## src/rtl/fifo_pkg.sv

```systemverilog
// Shared constants and helpers for the programmable-threshold UART-path FIFO.
// The read-port style is selected at compile time with the macro FIFO_FWFT_EN.
package fifo_pkg;

    // Default geometry: 8-bit words, 16 entries.
    localparam int DEF_B = 8;
    localparam int DEF_W = 4;

    // Legal ranges for the programmable thresholds and the address width.
    // The upper threshold bounds depend on W and are derived with fifo_depth().
    localparam int W_MIN      = 1;
    localparam int AF_THR_MIN = 1;
    localparam int AE_THR_MIN = 0;

    // Number of entries for a given address width.
    function automatic int fifo_depth(input int w);
        return 1 << w;
    endfunction

endpackage

```

## src/rtl/fifo_prog_chk.sv

```systemverilog
// Elaboration-time legality checks on the fifo_prog parameters.
module fifo_prog_chk import fifo_pkg::*; #(
    parameter int W      = DEF_W,
    parameter int AF_THR = fifo_depth(DEF_W) - 2,
    parameter int AE_THR = 2
) ();

    if (W < W_MIN) begin : g_bad_w
        $error("fifo_prog: W=%0d below minimum %0d", W, W_MIN);
    end

    if ((AF_THR < AF_THR_MIN) || (AF_THR > fifo_depth(W))) begin : g_bad_af
        $error("fifo_prog: AF_THR=%0d outside 1..2**W", AF_THR);
    end

    if ((AE_THR < AE_THR_MIN) || (AE_THR > (fifo_depth(W) - 1))) begin : g_bad_ae
        $error("fifo_prog: AE_THR=%0d outside 0..2**W-1", AE_THR);
    end

endmodule

```

## src/rtl/fifo_ram.sv

```systemverilog
// Storage array for fifo_prog: one synchronous write port and one
// asynchronous read port. Contents are deliberately not reset.
module fifo_ram import fifo_pkg::*; #(
    parameter int B = DEF_B,
    parameter int W = DEF_W
) (
    input  logic         clk,
    input  logic         we,
    input  logic [W-1:0] waddr,
    input  logic [B-1:0] wdata,
    input  logic [W-1:0] raddr,
    output logic [B-1:0] rdata
);

    logic [B-1:0] mem_q [fifo_depth(W)];

    // Write port: store the word on an accepted write.
    always_ff @(posedge clk) begin
        if (we) begin
            mem_q[waddr] <= wdata;
        end
    end

    // Read port: combinational view of the addressed entry.
    always_comb begin
        rdata = mem_q[raddr];
    end

endmodule

```

## src/rtl/fifo_prog.sv

```systemverilog
// Synchronous FIFO with occupancy count, programmable almost-full/empty
// thresholds and sticky overflow/underflow flags.
// Define FIFO_FWFT_EN for a first-word-fall-through read port; otherwise
// read_data is a register loaded on each accepted read (1-cycle latency).
module fifo_prog import fifo_pkg::*; #(
    parameter int B      = DEF_B,
    parameter int W      = DEF_W,
    parameter int AF_THR = fifo_depth(W) - 2,
    parameter int AE_THR = 2
) (
    input  logic         clk,
    input  logic         reset,
    input  logic         wr,
    input  logic [B-1:0] write_data,
    input  logic         rd,
    output logic [B-1:0] read_data,
    output logic         empty,
    output logic         full,
    output logic         almost_empty,
    output logic         almost_full,
    output logic [W:0]   count,
    output logic         overflow,
    output logic         underflow,
    input  logic         clr_err
);

    localparam logic [W:0] DEPTH_V  = (W+1)'(fifo_depth(W));
    localparam logic [W:0] AF_THR_V = (W+1)'(AF_THR);
    localparam logic [W:0] AE_THR_V = (W+1)'(AE_THR);

    fifo_prog_chk #(.W(W), .AF_THR(AF_THR), .AE_THR(AE_THR)) u_chk ();

    logic [W-1:0] wr_ptr_q, wr_ptr_d;
    logic [W-1:0] rd_ptr_q, rd_ptr_d;
    logic [W:0]   count_q, count_d;
    logic         overflow_q, overflow_d;
    logic         underflow_q, underflow_d;
    logic         empty_s, full_s;
    logic         wr_acc_s, rd_acc_s;
    logic [B-1:0] ram_rdata_s;

    fifo_ram #(.B(B), .W(W)) u_ram (
        .clk   (clk),
        .we    (wr_acc_s),
        .waddr (wr_ptr_q),
        .wdata (write_data),
        .raddr (rd_ptr_q),
        .rdata (ram_rdata_s)
    );

    // Status decode from the registered count only.
    always_comb begin
        empty_s      = (count_q == {(W+1){1'b0}});
        full_s       = (count_q == DEPTH_V);
        empty        = empty_s;
        full         = full_s;
        almost_empty = (count_q <= AE_THR_V);
        almost_full  = (count_q >= AF_THR_V);
        count        = count_q;
        overflow     = overflow_q;
        underflow    = underflow_q;
    end

    // Acceptance: a full FIFO still takes a write when a read frees a slot.
    always_comb begin
        wr_acc_s = wr & (~full_s | rd);
        rd_acc_s = rd & ~empty_s;
    end

    // Next-state for pointers, occupancy and sticky error flags.
    always_comb begin
        wr_ptr_d    = wr_ptr_q;
        rd_ptr_d    = rd_ptr_q;
        count_d     = count_q;
        overflow_d  = overflow_q;
        underflow_d = underflow_q;

        if (wr_acc_s) begin
            wr_ptr_d = wr_ptr_q + W'(1'b1);
        end else begin
            wr_ptr_d = wr_ptr_q;
        end

        if (rd_acc_s) begin
            rd_ptr_d = rd_ptr_q + W'(1'b1);
        end else begin
            rd_ptr_d = rd_ptr_q;
        end

        case ({wr_acc_s, rd_acc_s})
            2'b10:   count_d = count_q + (W+1)'(1'b1);
            2'b01:   count_d = count_q - (W+1)'(1'b1);
            default: count_d = count_q;
        endcase

        // A fresh error in the clearing cycle keeps the flag set.
        if (wr & full_s & ~rd) begin
            overflow_d = 1'b1;
        end else if (clr_err) begin
            overflow_d = 1'b0;
        end else begin
            overflow_d = overflow_q;
        end

        if (rd & empty_s) begin
            underflow_d = 1'b1;
        end else if (clr_err) begin
            underflow_d = 1'b0;
        end else begin
            underflow_d = underflow_q;
        end
    end

    // State registers for pointers, count and error flags.
    always_ff @(posedge clk or negedge reset) begin
        if (!reset) begin
            wr_ptr_q    <= {W{1'b0}};
            rd_ptr_q    <= {W{1'b0}};
            count_q     <= {(W+1){1'b0}};
            overflow_q  <= 1'b0;
            underflow_q <= 1'b0;
        end else begin
            wr_ptr_q    <= wr_ptr_d;
            rd_ptr_q    <= rd_ptr_d;
            count_q     <= count_d;
            overflow_q  <= overflow_d;
            underflow_q <= underflow_d;
        end
    end

`ifdef FIFO_FWFT_EN
    // Fall-through read port: show the head word while data is present.
    always_comb begin
        if (empty_s) begin
            read_data = {B{1'b0}};
        end else begin
            read_data = ram_rdata_s;
        end
    end
`else
    logic [B-1:0] read_data_q, read_data_d;

    // Registered read port: capture the head word on an accepted read.
    always_comb begin
        if (rd_acc_s) begin
            read_data_d = ram_rdata_s;
        end else begin
            read_data_d = read_data_q;
        end
    end

    // Read data register.
    always_ff @(posedge clk or negedge reset) begin
        if (!reset) begin
            read_data_q <= {B{1'b0}};
        end else begin
            read_data_q <= read_data_d;
        end
    end

    // Drive the port from the register.
    always_comb begin
        read_data = read_data_q;
    end
`endif

endmodule

```

## config.mk

```make
export PLATFORM = sky130hd
export DESIGN_NAME = fifo_prog
export DESIGN_NICKNAME = d
export VERILOG_FILES = /design/src/rtl/fifo_pkg.sv /design/src/rtl/fifo_prog_chk.sv /design/src/rtl/fifo_ram.sv /design/src/rtl/fifo_prog.sv
export SDC_FILE = /design/constraint.sdc
export NUM_CORES = 1
export LEC_CHECK = 0
export CAP_MARGIN = 15
export CELL_PAD_IN_SITES_DETAIL_PLACEMENT = 2
export CELL_PAD_IN_SITES_GLOBAL_PLACEMENT = 2
export CORE_UTILIZATION = 49
export DETAILED_ROUTE_END_ITERATION = 6
export PLACE_DENSITY = 0.89
export SLEW_MARGIN = 15
export SYNTH_ARGS = -nofsm -noshare
export SYNTH_HDL_FRONTEND = slang
export SYNTH_SLANG_ARGS = --single-unit
```

## constraint.sdc

```tcl
create_clock -name clk -period 9.5 [get_ports clk]
set_clock_uncertainty 0.15 [all_clocks]
set_input_delay 1.9 -clock clk [delete_from_list [all_inputs] [get_ports clk]]
set_output_delay 1.9 -clock clk [all_outputs]
set_load 0.03 [all_outputs]
```

=== Yosys cells after proc, flatten, opt, wreduce, memory -nomap -nowiden ===
Memory sizes are Yosys's and may differ from the RTL's. A register that Yosys moved wholly into a read port is not among the register bits.
Index checks and enable logic that the tools add are counted.

* Order comparisons: 2
* Divide/modulo/power cells: 0
* Bitwise gates (word level): 9
* Muxes and demuxes: 6
* Reduce and logical (&&, ||, !) cells: 5
* Shift-type cells: 0
* Add/subtract/negate cells: 4
* Eq/ne operators: 3
* Multipliers: 0

{| class="wikitable"
|+ Operator list
! operator !! count
|-
| $pmux W5 S2 || 1
|-
| $add A4 B1 Y4 const B || 2
|-
| $reduce_bool A2 Y1 || 3
|-
| $add A5 B1 Y5 const B || 1
|-
| $and A1 B1 Y1 || 5
|-
| $eq A5 B5 Y1 const B || 1
|-
| $ge A5 B4 Y1 const B || 1
|-
| $le A5 B2 Y1 const B || 1
|-
| $logic_not A5 Y1 || 1
|-
| $mux W1 || 5
|-
| $sub A5 B1 Y5 const B || 1
|-
| $not A1 Y1 || 3
|-
| $eq A2 B1 Y1 const B || 1
|-
| $eq A2 B2 Y1 const B || 1
|-
| $logic_not A1 Y1 || 1
|-
| $or A1 B1 Y1 || 1
|}

* Input port bits: 13
* Output and inout bits: 19
* Word-level logic and storage cells: 35
* Bits in latches: 0
* Bits in read-only memories: 0
* Memories kept: 1
* RAM bits: 128
* Bits in registers: 15

{| class="wikitable"
|+ Memory list
! memory !! depth !! width !! read ports !! clocked after Yosys merged registers in !! wr ports !! RTL line !! text
|-
| u_ram.mem_q || 16 || 8 || 1 || 1 || 1 || fifo_ram.sv:15 || <nowiki>logic [B-1:0] mem_q [fifo_depth(W)];</nowiki>
|}

=== Logic depth before layout (Yosys ltp) ===
Gate-level depths: netlist of the first run.

* Depth in word-level cells: 6
* Depth in mapped cells: 14
* Gate-level depth less buffers: 10

=== Hierarchy ===
Synthesis of the first run repeated with hierarchy kept, for this count alone.

* Cells, all modules: 317
* Area, all modules: 6168.4 um2

{| class="wikitable"
|+ Modules (own cells, without submodules)
! module !! area an instance (um2) !! cells an instance !! sequential area each (um2) !! times used
|-
| fifo_ram || 4987.3 || 221 || 3843.7 || 1
|-
| fifo_prog || 1181.1 || 96 || 575.6 || 1
|}

=== Worst setup path before layout of the first run ===
Ideal clock, no wire load.

* Path kind: reg-to-output
* Start point: register count_q[1], in the netlist count[1]
* End point: output port almost_empty
* Slack: 5.119 ns
* Stages on the path, launching flop included: 3
* Data arrival time: 2.331 ns
* Path buffers: 1
* Required time: 7.450 ns
* Path through: dfrtp_1 > clkbuf_1 > a2111oi_0

* Word-level cells in the longest chain between the ends: 1

{| class="wikitable"
|+ Ends and longest elaborated chain
! item !! RTL line !! text
|-
| start: declaration || fifo_prog.sv:35 || <nowiki>logic [W:0] count_q, count_d;</nowiki>
|-
| start signal: assignment || fifo_prog.sv:119 || <nowiki>count_q <= {(W+1){1'b0}};</nowiki>
|-
| start signal: assignment || fifo_prog.sv:125 || <nowiki>count_q <= count_d;</nowiki>
|-
| $le A5 B2 Y1 || fifo_prog.sv:57 || <nowiki>almost_empty = (count_q <= AE_THR_V);</nowiki>
|-
| end: declaration || fifo_prog.sv:19 || <nowiki>output logic almost_empty,</nowiki>
|}

No other way between the ends.

=== Worst setup path after layout of the first run ===
* Start point: input port rd
* End point: register count_q[4], in the netlist count[4]

* Word-level cells in the longest chain between the ends: 4
* Elaborated cells on any way between the ends: 7

{| class="wikitable"
|+ Ends and longest elaborated chain
! item !! RTL line !! text
|-
| start: declaration || fifo_prog.sv:15 || <nowiki>input logic rd,</nowiki>
|-
| $or A1 B1 Y1 || fifo_prog.sv:66 || <nowiki>wr_acc_s = wr & (~full_s | rd);</nowiki>
|-
| $and A1 B1 Y1 || fifo_prog.sv:66 ||
|-
| $eq A2 B1 Y1 or $eq A2 B2 Y1 (tied branches) || fifo_prog.sv:90 || <nowiki>case ({wr_acc_s, rd_acc_s})</nowiki>
|-
| $pmux W5 S2 or $reduce_bool A2 Y1 (tied branches) || n/a ||
|}

Parallel ways exist; a longest one is shown, timed or not.
A chain may end at the register's enable or synchronous reset.

==> results of run 1 <==
==> routing by layer <==
| layer | routed length [um] | global-route usage (%) |
|---|---|---|
| met5 | 0 | 0 |
| met3 | 906 | 6.41 |
| met2 | 9150 | 51.3 |
| met1 | 6740 | 35.6 |
| met4 | 821 | 17.1 |
==> area by class of cell <==
cell class,count,share of cell area (%)
Sequential cell,151,61.1
Multi-Input combinational cell,150,21.9
Clock buffer,18,6.07
Timing Repair Buffer,37,4.84
Tap cell,168,2.90
Clock inverter,14,2.73
Inverter,8,0.484
==> power groups by stage <==
| stage | logic (mW) | clock network (mW) | registers [mW] |
|---|---|---|---|
| 5_1_grt | 0.775 | 0.758 | 0.956 |
| 4_1_cts | 0.739 | 0.738 | 0.945 |
| 3_3_place_gp | 0.660 | 0 | 0.931 |
| 6_report | 0.732 | 0.729 | 0.946 |
| 3_5_place_dp | 0.717 | 0 | 0.953 |
| 2_1_floorplan | 0.476 | 0 | 0.930 |
==> final timing paths <==
path,start,end,slack [ns],depth (start not counted)
worst min-delay path,underflow,underflow,0.40,1
worst min register to register,underflow,underflow,0.40,1
worst max-delay path,rd,count[4],4.64,9
worst max register to register,count[2],count[4],5.83,9
max in group asynchronous,reset,rd_ptr_q[2],7.48,1
min in group asynchronous,reset,read_data[7],1.30,1
==> worst max-delay path, delay by kind of cell <==
kind	cells	cell delay (ns)
and+or+nand+nor	2	0.25
buffers and inverters	1	0.61
adders and majority gates	2	0.74
AOI/OAI and AO/OA	3	1.31
xor gates and xnor gates	1	0.22
==> flip-flops by register name (all words and copies together) (netlist names) <==
| name | flops |
|---|---|
| count | 5 |
| overflow | 1 |
| rd_ptr_q | 4 |
| read_data | 8 |
| u_ram.mem_q | 128 |
| underflow | 1 |
| wr_ptr_q | 4 |
==> Yosys cell counts, types with 4 or more instances <==
cell type	instances	share of area, %
nor2_1	12	0.73
clkbuf_1	6	0.36
nand2_1	4	0.24
nor4_1	5	0.51
nand2b_1	5	0.51
ha_1	9	1.8
o21ai_0	5	0.41
inv_1	7	0.43
xnor2_1	6	0.85
o22ai_1	16	1.6
edfxtp_1	128	62
dfrtp_1	23	9.3
and2_1	5	0.51
mux2_2	10	1.8
mux4_2	32	12
buf_2	8	0.65
a21oi_1	10	0.81
xor2_1	4	0.57
buf_6	5	0.91
==> logic make-up (layout without fill, tap and decap cells) <==
| kind of cell | Yosys count | after routing | synth area share [%] |
|---|---|---|---|
| AOI/OAI and AO/OA | 42 | 42 | 4.68 |
| xor gates and xnor gates | 10 | 10 | 1.42 |
| adders and majority gates | 9 | 9 | 1.82 |
| buffers and inverters | 30 | 77 | 2.74 |
| DFF | 151 | 151 | 71.6 |
| muxes | 42 | 42 | 13.5 |
| and+or+nand+nor | 47 | 47 | 4.26 |
==> per-stage QoR <==
stage               area (um2)  power, mW  util [%]  setup WS [ns]
global placement          6610       1.59      54.3           4.48
floorplan                 6170       1.41         -           5.12
global route              7240       2.49      59.5           4.48
finish                    7240       2.41      59.5           4.64
CTS                       7240       2.42      59.6           4.64
detailed placement        6610       1.67      54.3           4.28
==> flow_summary.ini, run 1 <==
[status]
outcome = finished clean

[logic_synthesis]
async_flop_share_pct = 15.2
syn_inst = 331
syn_nets = 353
synth_warnings = 0
ys_ff_latch = 151
yosysSeqAreaShare_pct = 71.6
synth_cell_types = 42
synth_area_mm2 = 0.00617
synth-edff-count = 128
synth_flop_cell = edfxtp_1
synth_area_per_cell_um2 = 18.7

[timing]
tightest_slew_ns = 0.985
fin_crit_sh_pct = 51.2
maxSlewViolCount = 0
finalHoldViolations = 0
setup_tns_ns = 0
hold-worst-slack_ns = 0.401
fmax_mhz = 206
rsz0062_at_grt = no
setup_viol = 0
fin_crit_ns = 4.86
slew_headroom_pct = 34.1

[cts]
htreeDepth = 4
cts_sinks = 151
tritoncts = built
cts_buffers = 17
clock_latency_ns = 0.44
cts_resized = 0
clockRootBuffer = clkbuf_16
postCtsSetupBuffers = 0
hold_buffers = 0
clkTransAtPathRegs_ns = 0.06
clk_path_buf_depth = 2

[critical_path]
arrival_ns = 5.03
path_cells = clkdlybuf4s50_1, o31a_1, ha_1, xor2_1, ha_1, nand2b_1, a21boi_0, o21ai_0, nor3b_1
end_kind = register
start_kind = primary input
cp_data_required_time_ns = 9.66
cp_max_fo = 22
crit_slowest_cell = o31a_1
cpPeakStageDelay_ns = 0.81
cpMostUsedCell = ha_1
crit_type = in -> reg

[routing]
routedWlPerCell_um = 32.3
drt_iter0_drc = 247
postRouteAntennaNets = 0
routed_wl_um = 17600
drt-vias-per-instance = 6.13
num_vias = 3346
drc_errors = 0
drt_pass1_iterations = 4

[worst_hold_path]
hp-class = reg -> reg

[floorplan]
core_mm2 = 0.0122
dieArea_mm2 = 0.0131
start_util_pct = 50.8
row_count = 40
die_h_um = 114
io-pin-count = 32
die_w_um = 114

[global_routing]
first_global_vias = 3748
grt-ovfl-total = 0
antenna_found_initial = 0
grt_usage_pct = 30.1
grt_max_degree = 35
grt_pass1_wl_um = 26000

[placement]
gp_congestion = 0.751
placedCellCount = 514
port_buffers = 31
dp_hpwl_um = 11300

[power]
p_seq_share_pct = 39.3
intPower_mw = 1.59
ir_drop_mv = 0.169
switching_share_pct = 33.8
p_switching_mw = 0.813
p_leak_nw = 2.41
powerDensity_mw_per_mm2 = 333
p_comb_share_pct = 30.4
clkPwrFrac_pct = 30.3

[final_layout]
instances_no_fill = 546
seqCellArea_mm2 = 0.00442
n_antenna_cell = 0
fillers = 1003
syn_to_final_growth_pct = 17.2
drive_gt1_share_pct = 23.0
layout_common_cells = edfxtp_1 (128), mux4_2 (32), clkdlybuf4s50_1 (30)
multiInputGateArea_mm2 = 0.00159
final_common_cell = edfxtp_1
nNetsFinal = 387

[flow_run]
maxCapViolCount = 0
Note: power is estimated with default switching activity, not from simulation.
==> inputs of run 2 (changes only) <==
--- a/config.mk
+++ b/config.mk
@@ -8,9 +8,9 @@
 export CAP_MARGIN = 15
 export CELL_PAD_IN_SITES_DETAIL_PLACEMENT = 2
 export CELL_PAD_IN_SITES_GLOBAL_PLACEMENT = 2
-export CORE_UTILIZATION = 49
+export CORE_UTILIZATION = 46
 export DETAILED_ROUTE_END_ITERATION = 6
-export PLACE_DENSITY = 0.89
+export PLACE_DENSITY = 0.84
 export SLEW_MARGIN = 15
 export SYNTH_ARGS = -nofsm -noshare
 export SYNTH_HDL_FRONTEND = slang
==> constraint.sdc (replaced) <==
create_clock -name clk -period 5 [get_ports clk]
set_clock_uncertainty 0.15 [all_clocks]
set_input_delay 1 -clock clk [delete_from_list [all_inputs] [get_ports clk]]
set_output_delay 1 -clock clk [all_outputs]
set_load 0.03 [all_outputs]
==> flow_summary.ini, run 2 (synthesis results as in run 1) <==
[status]
outcome = finished clean

[timing]
finalHoldViolations = 0
rsz0062_at_grt = no
maxSlewViolCount = 0
setup_ws_ns = 1.11
fmax_mhz = 257
setup_tns_ns = 0
hold-worst-slack_ns = 0.413
setup_viol = 0
fin_crit_ns = 3.89
fin_crit_sh_pct = 77.8
tightest_slew_ns = 1.08
slew_headroom_pct = 27.8

[global_routing]
grt-ovfl-total = 0
first_global_vias = 3860
grt_pass1_wl_um = 26900
grt_usage_pct = 28.0
grt_max_degree = 35
antenna_found_initial = 0

[critical_path]
r2r-start = count[2]
crit_type = in -> reg
arrival_ns = 4.04
start_kind = primary input
startpoint = rd
cp_max_fo = 10
cp_data_required_time_ns = 5.15
end_kind = register

[routing]
num_vias = 3375
wl_met3_um = 849
drt_pass1_iterations = 4
routedWlPerCell_um = 32.7
routed_wl_um = 18100
highest_layer = met4
postRouteAntennaNets = 0
drt_iter0_drc = 222
drc_errors = 0
met1Wirelength_um = 7070
drt-vias-per-instance = 6.11
wl_met2_um = 9650

[final_layout]
nNetsFinal = 389
instances_no_fill = 552
syn_to_final_growth_pct = 18.9
regMostFlops = u_ram.mem_q
n_antenna_cell = 0
largest_reg_flops = 128
drive_gt1_share_pct = 23.7
final_common_cell = edfxtp_1
layout_common_cells = edfxtp_1 (128), mux4_2 (32), clkdlybuf4s50_1 (31)

[cts]
hold_buffers = 0
clkTransAtPathRegs_ns = 0.06
clockRootBuffer = clkbuf_16
cts_sinks = 151
clock_latency_ns = 0.43
postCtsSetupBuffers = 0
htreeDepth = 4
tritoncts = built
cts_resized = 0
cts_buffers = 17
clk_path_buf_depth = 2

[worst_hold_path]
hp-class = reg -> reg
hp-start = overflow

[placement]
port_buffers = 31
placedCellCount = 520
dp_hpwl_um = 10600
dp_slack_ns = 0.806
gp_congestion = 0.726

[floorplan]
die_h_um = 118
core_mm2 = 0.0129
start_util_pct = 47.9
die_w_um = 118
io-pin-count = 32
row_count = 41
dieArea_mm2 = 0.0139

[power]
finalPower_mw = 4.74
ir_drop_mv = 0.289
powerDensity_mw_per_mm2 = 645
p_leak_nw = 2.45

[flow_run]
maxCapViolCount = 0
==> run 2: cell count changes in the layout (fill, tap and decap cells not counted), sizes merged <==
cell | before | now
buf | 7 | 8
bufinv | 4 | 7
clkbuf | 18 | 17
clkdlybuf4s50 | 30 | 31
clkinv | 6 | 7
clkinvlp | 2 | 1
inv | 10 | 8
==> run 2: path summary, 6_finish.rpt <==
| check | to | slack (ns) | cells after the start |
|---|---|---|---|
| max | count[4] | 1.11 | 10 |
| min | overflow | 0.41 | 1 |
| max reg2reg | count[4] | 1.29 | 10 |
| min reg2reg | overflow | 0.41 | 1 |
| max in group asynchronous | rd_ptr_q[2] | 3.61 | 2 |
| min in group asynchronous | underflow | 0.80 | 2 |
==> run 2: cell type report <==
class                      instances  area [um2]
fill                            1056        5540
sequential                       151        4420
multi-input combinational        150        1600
clock buffer                      17         425
timing repair buffer              39         370
clock inverter                    15         275
tap                              172         215
inverter                           8        35.0
==> run 2: metrics by stage <==
step,utilization [%],instance area [um2]
global route,57.0,7340
floorplan,-,6170
global placement,51.6,6640
finish,57.0,7340
detailed placement,51.6,6640
CTS,57.0,7340
==> run 2: critical path, stage by stage <==
cell and delay [ns]:
clkdlybuf4s50_1 0.62, o31a_1 0.47, clkinv_4 0.18, ha_1 0.37, xor2_1 0.21, ha_1 0.27
o211a_1 0.26, or4_1 0.46, nand3_1 0.12, nor3b_1 0.07
==> run 2: report_power, final <==
group	leakage [nW]	internal (mW)	switching (mW)	total (mW)
clock	0.338	0.991	0.547	1.54
sequential	1.42	1.57	0.241	1.81
combinational	0.693	0.611	0.777	1.39
total	2.45	3.17	1.57	4.74
==> run 2: routing by layer <==
layer	global-route usage [%]	up-vias
li1	-	1395
met1	34.8	1839
met2	47.2	110
met3	5.86	31
met4	12.9	0
met5	0	-
==> RTL change, RTL diff (flow settings as in run 1) <==
The option `FIFO_FWFT_EN` is turned on by a define.
--- a/src/rtl/fifo_prog.sv
+++ b/src/rtl/fifo_prog.sv
@@ -2,6 +2,8 @@
 // thresholds and sticky overflow/underflow flags.
 // Define FIFO_FWFT_EN for a first-word-fall-through read port; otherwise
 // read_data is a register loaded on each accepted read (1-cycle latency).
+`define FIFO_FWFT_EN
+
 module fifo_prog import fifo_pkg::*; #(
     parameter int B      = DEF_B,
     parameter int W      = DEF_W,
Function: changed (a bounded check fails within 4 cycles, from zero or initial values and one cycle with reset low).
==> RTL change against run 1 <==
Combinational power grew 12%; count of clock-buffer cells in the layout grew 1; sequential cell count shrank 8; routed wire length shrank 5.1%; total power grew 2.4%; final area shrank 1.5%; clock power grew 6.4%; synthesized cell count shrank 2.1%; synthesized area shrank 2.7%; register-to-register slack is essentially flat; worst setup slack lost 0.52 ns; non-clock buffer count grew 5; critical path type is now register to output port; largest power group unchanged.
==> RTL change: results (changes against run 1) <==
** Power
- P_comb :: 0.821 mW (+12%)
- Switching share of total power :: 0.337 (-0.000652)
- The worst vdd rail ir drop is 0.000169 V (about the same).
- The leakage dissipation was 2.43 nW (+0.46%).
- The clock group power is 0.776 mW (+6.4%).

** Logic synthesis
- Average instance area after synthesis :: 18.5 um2 (-0.59%)
- The net count after synthesis is 346 (-2.0%).
- The area fraction in compound gates after synthesis is 0.0392 (-0.00766).
- Post-Synth XOR/XNOR Area :: 0.0146 (+0.000393)
- Post-synthesis async set-or-reset flop share :: 0.105 (-0.0474)
- In the synthesized netlist, the cells that appear most often are 128 x sky130_fd_sc_hd__edfxtp_1, 20 x sky130_fd_sc_hd__mux4_2, 17 x sky130_fd_sc_hd__a211oi_1, 15 x sky130_fd_sc_hd__dfrtp_1.
- Number of distinct standard cells referenced by the synthesized netlist :: 44 (+4.8%)
- Ranked by total cell area, the synthesized netlist is headed by sky130_fd_sc_hd__edfxtp_1 64%, sky130_fd_sc_hd__mux4_2 7.5%, sky130_fd_sc_hd__dfrtp_1 6.2%.

** Placed design
- Final estimated routing congestion in global placement :: 0.748 (-0.40%)
- The number of placed cells counting well taps was 493 (-4.1%).
- Pre-CTS WS :: 4.36 ns (+0.0825 ns)

** GRT
- The via count of the first global-routing pass is 3616 (-3.5%).
- Met3 global-route usage :: 0.0771 (+0.0131)
- The global routing met2 resource utilization is 0.472 (-0.0411).
- The global-route total usage across every layer is 0.288 (-0.0129).
- Maximum number of pins on one net before global-route repair :: 34 (-2.9%)

** Status
- Outcome :: finished, final reports clean

** Route
- Routed wire length :: 16700 um (-5.1%)
- The detail-routed net length per standard cell is 31.8 um (-1.4%).
- Drt first-iter violations :: 295 (+19%)
- Routed metal-1 wirelength :: 6980 um (+3.5%)
- The detailed-routed wire length on met2 was 8520 um (-6.8%).
- Detailed-routed wire length on met3 :: 946 um (+4.4%)

** Timing
- The transition time at the pin with the least slew margin came to 1.19 ns (+0.201 ns).

** Setup path
- Arrival time of the worst setup path :: 3.34 ns (-1.69 ns)
- Dominant delay contributor by cell family on the critical path :: buffers and inverters
- Worst reg-to-reg path cell count :: 10 (+1)
- Critical Path Slowest Stage Cell :: sky130_fd_sc_hd__mux4_1

** Cells and area
- The area occupied by multi-input gates is 0.00161 mm2 (+1.8%).
- Fill cells :: 945 (-5.8%)

** Min path
- Worst hold stages :: 2 (+1)
## RTL change: worst max path at each step
| stage | slack (ns) | cells after the start | end | start |
|---|---|---|---|---|
| final | 4.11 | 6 | read_data[2] | rd_ptr_q[1]$_DFFE_PN0P_ |
| after detailed placement | 4.36 | 10 | count[4]$_DFFE_PN0P_ | rd |
| after floorplan | 5.12 | 2 | almost_empty | count[1]$_DFFE_PN0P_ |
| after global routing | 3.95 | 6 | read_data[2] | rd_ptr_q[1]$_DFFE_PN0P_ |
| after CTS | 4.08 | 6 | read_data[2] | rd_ptr_q[1]$_DFFE_PN0P_ |
| after global placement | 4.64 | 10 | count[4]$_DFFE_PN0P_ | rd |
## RTL change: final cells by class
type | count | area share
clock buffers | 19 | 0.0607
clock inverters | 13 | 0.0339
inverters | 13 | 0.00684
multi-input cells | 148 | 0.226
flip-flops and latches | 143 | 0.591
well taps | 147 | 0.0258
repair buffers | 42 | 0.0551
